==> src/rtl/counter_display_ctrl.sv <==
// Run/pause/load up-down counter with prescaled step and two-digit display scanner.
// Optional build macro CNT_WRAP_EN: counter wraps at 0/63 instead of stopping in DONE.
module counter_display_ctrl #(
    parameter int TICK_DIV = 50_000_000,
    parameter int SCAN_DIV = 50_000
) (
    input  logic       clk,
    input  logic       rst_n,
    input  logic       start,
    input  logic       load,
    input  logic [5:0] load_val,
    input  logic       dir,
    output logic [5:0] count,
    input  logic [7:0] bcd,
    output logic [3:0] digit_bcd,
    output logic [1:0] digit_en,
    output logic       running,
    output logic       done
);

    localparam int PW = $clog2(TICK_DIV);
    localparam int SW = $clog2(SCAN_DIV);
    localparam logic [PW-1:0] TICK_MAX = PW'(TICK_DIV - 1);
    localparam logic [SW-1:0] SCAN_MAX = SW'(SCAN_DIV - 1);

    typedef enum logic [1:0] {
        S_IDLE,
        S_RUN,
        S_PAUSE,
        S_DONE
    } state_t;

    state_t        r_state, w_state_nxt;
    logic [5:0]    r_count, w_count_nxt;
    logic [PW-1:0] r_presc, w_presc_nxt;
    logic [5:0]    w_step_val;
    logic [SW-1:0] r_scan_cnt;
    logic          r_digit_idx;

`ifndef CNT_WRAP_EN
    function automatic logic f_term(input logic [5:0] v, input logic d);
        return d ? (v == 6'd63) : (v == 6'd0);
    endfunction
`endif

    assign w_step_val = dir ? (r_count + 6'd1) : (r_count - 6'd1);

    always_ff @(posedge clk or negedge rst_n) begin
        if (!rst_n) begin
            r_state <= S_IDLE;
            r_count <= '0;
            r_presc <= '0;
        end else begin
            r_state <= w_state_nxt;
            r_count <= w_count_nxt;
            r_presc <= w_presc_nxt;
        end
    end

    // load overrides everything; a start in the same cycle is dropped
    always_comb begin
        w_state_nxt = r_state;
        w_count_nxt = r_count;
        w_presc_nxt = r_presc;
        if (load) begin
            w_count_nxt = load_val;
            w_presc_nxt = '0;
            w_state_nxt = S_IDLE;
        end else begin
            case (r_state)
                S_IDLE: begin
                    if (start) begin
`ifdef CNT_WRAP_EN
                        w_state_nxt = S_RUN;
`else
                        w_state_nxt = f_term(r_count, dir) ? S_DONE : S_RUN;
`endif
                    end
                end
                S_RUN: begin
                    if (start) begin
                        w_state_nxt = S_PAUSE;
                    end else if (r_presc == TICK_MAX) begin
                        w_presc_nxt = '0;
                        w_count_nxt = w_step_val;
`ifndef CNT_WRAP_EN
                        if (f_term(w_step_val, dir))
                            w_state_nxt = S_DONE;
`endif
                    end else begin
                        w_presc_nxt = r_presc + PW'(1);
                    end
                end
                S_PAUSE: begin
                    if (start)
                        w_state_nxt = S_RUN;
                end
                default: ;
            endcase
        end
    end

    // Digit scanner runs independently of the counter FSM
    always_ff @(posedge clk or negedge rst_n) begin
        if (!rst_n) begin
            r_scan_cnt  <= '0;
            r_digit_idx <= 1'b0;
        end else if (r_scan_cnt == SCAN_MAX) begin
            r_scan_cnt  <= '0;
            r_digit_idx <= ~r_digit_idx;
        end else begin
            r_scan_cnt <= r_scan_cnt + SW'(1);
        end
    end

    assign count     = r_count;
    assign running   = (r_state == S_RUN);
`ifdef CNT_WRAP_EN
    assign done      = 1'b0;
`else
    assign done      = (r_state == S_DONE);
`endif
    assign digit_bcd = r_digit_idx ? bcd[7:4] : bcd[3:0];
    assign digit_en  = !r_digit_idx ? 2'b01 : ((bcd[7:4] == 4'd0) ? 2'b00 : 2'b10);

endmodule

==> config.mk <==
export PLATFORM = sky130hd
export DESIGN_NAME = counter_display_ctrl
export DESIGN_NICKNAME = d
export VERILOG_FILES = /design/src/rtl/counter_display_ctrl.sv
export SDC_FILE = /design/constraint.sdc
export NUM_CORES = 1
export LEC_CHECK = 0
export ABC_AREA = 1
export BUFFER_PORTS_ARGS = -buffer_cell sky130_fd_sc_hd__clkbuf_2
export CAP_MARGIN = 30
export CORE_MARGIN = 4
export CORE_UTILIZATION = 39
export DETAILED_ROUTE_END_ITERATION = 16
export PLACE_DENSITY_LB_ADDON = 0.25
export SETUP_SLACK_MARGIN = 0.4
export SLEW_MARGIN = 40
export SYNTH_ARGS = -nofsm -noshare
export SYNTH_HDL_FRONTEND = slang
export SYNTH_SLANG_ARGS = --single-unit
==> constraint.sdc <==
create_clock -name clk -period 1.7 [get_ports clk]
set_input_delay 0.34 -clock clk [delete_from_list [all_inputs] [get_ports clk]]
set_output_delay 0.34 -clock clk [all_outputs]
set_load 0.02 [all_outputs]
== Word-level counts from Yosys, hierarchy flattened ==
Index checks and enable logic that the tools add are counted.
Cells by class
  add/subtract/negate cells: 4
  equality and inequality tests: 12
  muxes and demuxes: 23
  bitwise operators: 1
  reductions and logical operators: 10
Operators with widths (number)
  26-bit 2-to-1 mux: 4
  6-bit 2-to-1 mux: 5
  26-bit by 1-bit adder with 26-bit output (second input constant): 1
  26-bit equality test (second input constant): 1
  2-bit 2-to-1 mux: 9
  16-bit by 1-bit adder with 16-bit output (second input constant): 1
  16-bit equality test (second input constant): 1
  16-bit 2-to-1 mux: 1
  6-bit equality test (second input constant): 2
  6-bit zero test: 2
  4-bit by 3-bit inequality test with 1-bit output (second input constant): 2
  6-bit by 1-bit adder with 6-bit output (second input constant): 1
  3-bit inequality test (second input constant): 2
  2-bit case mux with 3 select lines: 1
  6-bit by 1-bit subtractor with 6-bit output (second input constant): 1
  5-bit AND reduction: 1
  2-bit equality test (second input constant): 2
  4-bit zero test: 1
  4-bit 2-to-1 mux: 1
  2-bit nonzero test: 2
  4-bit nonzero test: 1
  3-bit AND reduction: 1
  2-bit by 1-bit equality test with 1-bit output (second input constant): 1
  2-bit zero test: 1
  4 further kinds: 5
Storage, ports and cells
  register bits: 51
  word-level logic and storage cells: 55

== Logic depth before layout (Yosys ltp) ==
  word-level depth: 9
  depth in mapped cells: 13

== Worst setup path after synthesis ==
No wires, ideal clock.
  path type: register to register
  from: reg r_count[0] (netlist: count[0])
  to: reg r_state[0]
  data arrival time: 1729 ps
  required time: 1583 ps
  setup slack: -146 ps
  stages on the path, launching flop included: 12
  buffers on the path: 0
  path through: dfrtp_1 -> fa_1 -> nand3_1 -> nand2_1 -> nand2_1 -> nand2_1 -> nor2_1 -> nand2_1 -> nand4_1 -> nand3_1 -> nand2_1 -> nand2_1
Between the ends
  cells in the longest elaborated chain, start to end: 6
  elaborated cells on any way between the ends: 8
  classes of those cells: add/sub (2); eq/ne (2); mux (2); reduce/logical (2)
RTL lines
  start: declaration: RTL line 34  | logic [5:0] r_count, w_count_nxt;
  start signal: assignment: RTL line 55  | r_count <= w_count_nxt;
  6-bit by 1-bit subtractor with 6-bit output or 6-bit by 1-bit adder with 6-bit output (tied branches): RTL line 46  | assign w_step_val = dir ? (r_count + 6'd1) : (r_count - 6'd1);
  6-bit 2-to-1 mux *: RTL line 46
  6-bit equality test or 6-bit zero test (tied branches): RTL line 42  | return d ? (v == 6'd63) : (v == 6'd0);
  1-bit 2-to-1 mux *: RTL line 42
  4-bit by 3-bit inequality test with 1-bit output (no source line) *
  5-bit AND reduction (no source line) *
  end signal: assignment: RTL line 54  | r_state <= w_state_nxt;
  end: declaration: RTL line 33  | state_t r_state, w_state_nxt;
Mark *: on every way between the ends. The rest lies on a longest branch, timed or not.
A chain may end at the register's enable or synchronous reset.

== Final worst setup path ==
  from: reg r_presc[0]
  to: reg r_presc[22]
Between the ends
  cells in the longest elaborated chain, start to end: 5
  elaborated cells on any way between the ends: 6
  classes of those cells: add/sub (1); eq/ne (1); mux (4)
RTL lines
  start: declaration: RTL line 35  | logic [PW-1:0] r_presc, w_presc_nxt;
  start signal: assignment: RTL line 56  | r_presc <= w_presc_nxt;
  26-bit by 1-bit adder with 26-bit output or 26-bit equality test (tied branches): RTL line 91, 83
  26-bit 2-to-1 mux *: RTL line 83  | end else if (r_presc == TICK_MAX) begin
  26-bit 2-to-1 mux *: RTL line 81  | if (start) begin
  26-bit 2-to-1 mux *: RTL line 70  | case (r_state)
  26-bit 2-to-1 mux *: RTL line 65  | if (load) begin
Mark *: on every way between the ends. The rest lies on a longest branch, timed or not. The select of a mux whose other input is x is not followed.

==> results.txt <==
GR Util met2 -> 0.353
most common cell after layout, fill and taps aside -> nand2_1
Setup crit start -> r_presc[0]
syn avg cell area -> 7.44 um2
GR Layer Usage met1 -> 0.239
drt total wl -> 10500 um
die footprint -> 0.0100 mm2
crit start category -> flop
Worst Reg-to-Reg Cells -> 12
sequential fraction of the synthesis area -> 0.385
clock sinks -> 51
via count -> 3642
Die Ht -> 100 um
cell area after layout -> 0.00541 mm2
pwr dens -> 807 mW/mm2
VDD IR max -> 422 uV
synth warn -> 0
required time worst endpoint -> 1910 ps
crit path kind -> flop to flop
mapped cell area -> 0.00331 mm2
Worst Tran Pin Value -> 428 ps
largest net degree at the start of global routing -> 52
post-synthesis simple-gate area fraction -> 0.321
Crit. End Element -> flop
Worst Hold Class -> input port to asynchronous set/reset pin
Die Wd -> 100 um
XOR/XNOR Fraction of Synth Area -> 0.0265
worst skew pair latency -> 320 ps
Synth cell types -> 38
Psw -> 1.68 mW
overall power -> 4.36 mW
failing checks -> negative hold slack, negative setup slack
Initial Utilization -> 0.403
Int Pwr -> 2.69 mW
Max-slew headroom -> 0.714
IO Pins -> 33
Worst Hold Slack -> -10.6 ps
min cycle time layout -> 1810 ps
grt ovf -> 0
core box area -> 0.00822 mm2
R2R Path End -> r_presc[22]
Layout fillers -> 626
clock skew -> 5.95 ps
leakage -> 2.51 nW
Yosys reg bits -> 51
Post-synth EDFFs -> 0
status -> finished with violations
vias in the first global route -> 3529
CP Max Fanout -> 3
Main synth FF type -> dfrtp_1
syn nets -> 477
Antenna diodes -> 0
final hold viol count -> 4
DRT antenna net count -> 0
r2r setup slk -> -110 ps
Clock Tree Root -> clkbuf_8
grt met3 use -> 0.0250
Max Cap Viol -> 0
layout cells sized above 1 -> 0.504
Residual DRC -> 0
via/cell ratio -> 5.37
switch share -> 0.384
clock network fraction of total power -> 0.178
first-pass iteration count of the detailed router -> 5
Cell Rows -> 33
combinational group share of total power -> 0.503
DP Area -> 0.00392 mm2
multiplexer share of the synthesized area -> 0
input/output buffers -> 32
Max Slew Vio Count -> 0
Overall Global Routing Usage -> 0.195
final std cells w/o fill -> 678
CTS tree -> built
most frequent cells in the layout -> 73 x nand2_1, 57 x buf_4, 47 x inv_1, 46 x dfrtp_1, 33 x buf_6
drt first-iter violations -> 180
Final period util -> 1.06
CP arrival -> 2010 ps
CTS buffer count -> 5
Post-Syn Instances -> 445
placed cells -> 612
htree depth -> 2
main combinational cell family by area after synthesis -> simple AND/OR/NAND/NOR gates
global route hottest layer -> met2
initial antenna violation count -> 0
clk slew on worst S/H paths -> 110 ps
post-synthesis async set-or-reset flop share -> 1.00
first-pass GRT wire length -> 16100 um
adder-cell area share of the yosys netlist -> 0.0514
Max Freq -> 553 MHz
final core occ -> 0.658
part of the power in registers -> 0.319
DR WL/cell -> 15.5 um
Layout area overhead -> 63.3%
GP Congestion -> 0.884
maximum root-to-sink buffer count -> 2
Post-DP HPWL -> 6020 um
worst r2r src -> r_presc[0]
setup violators final -> 20
final worst slack -> -109 ps
complex-gate fraction of the synthesized area -> 0.125
post-layout net count -> 604
Setup Slack @ Placement -> -462 ps
RSZ-0062 raised after global routing -> true
==> worst max-delay path by stage <==
stage | to | slack, ps | depth (start not counted)
floorplan | r_state[0] | -40 | 12
global placement | r_state[0] | -310 | 13
detailed placement | r_state[1] | -460 | 12
CTS | r_state[1] | -80 | 11
global route | r_state[1] | -250 | 12
finish | r_presc[22] | -110 | 12
==> power groups by stage <==
stage / logic, mW / clock network, mW / registers [mW]
floorplan: 0.828 / 0 / 1.48
global placement: 1.43 / 0 / 1.40
detailed placement: 1.47 / 0 / 1.39
CTS: 1.86 / 0.792 / 1.38
global route: 2.37 / 0.849 / 1.40
finish: 2.19 / 0.778 / 1.39
==> registers in the layout, summed over array words and instances (netlist names) <==
name         count
count            6
r_digit_idx      1
r_presc         26
r_scan_cnt      16
r_state          2
==> cells by family after synthesis <==
family          count (synthesis)
compound gates                 74
simple gates                  224
xor+xnor                       10
flops                          51
fa+ha+maj                      13
buf+inv                        73
==> cells in the mapped netlist, types with 4 or more instances <==
cell | instances | area share
o21ai_0 | 34 | 0.051
clkbuf_1 | 4 | 0.0045
o22ai_1 | 5 | 0.0094
nor2_1 | 34 | 0.039
nand2_1 | 101 | 0.11
ha_1 | 12 | 0.045
nor2_2 | 7 | 0.013
dfrtp_1 | 51 | 0.39
nor3_2 | 5 | 0.015
nand4_1 | 20 | 0.038
nand3_1 | 32 | 0.048
a31oi_1 | 5 | 0.0094
xor2_1 | 9 | 0.024
nor3_1 | 9 | 0.014
a21oi_1 | 20 | 0.030
nor4_1 | 5 | 0.0094
inv_1 | 62 | 0.070
==> timing repair <==
action	CTS	global route
buffers inserted	36	20
resized for setup	170	104
pin swaps	41	43
gates cloned	0	2
hold buffers	0	0
endpoints found under the setup margin	61	63
==> final cells by class <==
| cell class | instances | area [um2] | share of cell area |
|---|---|---|---|
| clock buffers | 5 | 68.8 | 0.0127 |
| clock inverters | 3 | 28.8 | 0.00532 |
| inverters | 67 | 299 | 0.0553 |
| multi-input cells | 321 | 2410 | 0.447 |
| flip-flops and latches | 51 | 1280 | 0.237 |
| well taps | 105 | 131 | 0.0243 |
| repair buffers | 125 | 1160 | 0.215 |
| repair inverters | 1 | 16.3 | 0.00301 |
==> worst max-delay path: stages (launching register included) <==
cell and delay, ps:
dfrtp_1 430, ha_2 210, nand2_2 80, nor2_4 160
buf_4 140, buf_6 80, buf_6 90, inv_2 60
nor2_4 90, buf_4 130, nand4_1 90, nand2_2 80
o21ai_1 50
==> stage by stage <==
stage	hold slack, ps	TNS (ps)
final	-10.6	-724
after global routing	5.60	-4050
after CTS	14.9	-157
after detailed placement	365	-1500
after global placement	360	-984
after floorplan	44.4	-89.0
==> routing by layer <==
metal | vias to the layer above | share of wire
li1 | 1745 | -
met1 | 1758 | 0.40
met2 | 116 | 0.53
met3 | 23 | 0.042
met4 | 0 | 0.021
met5 | - | 0
(Power assumes the default switching activity.)
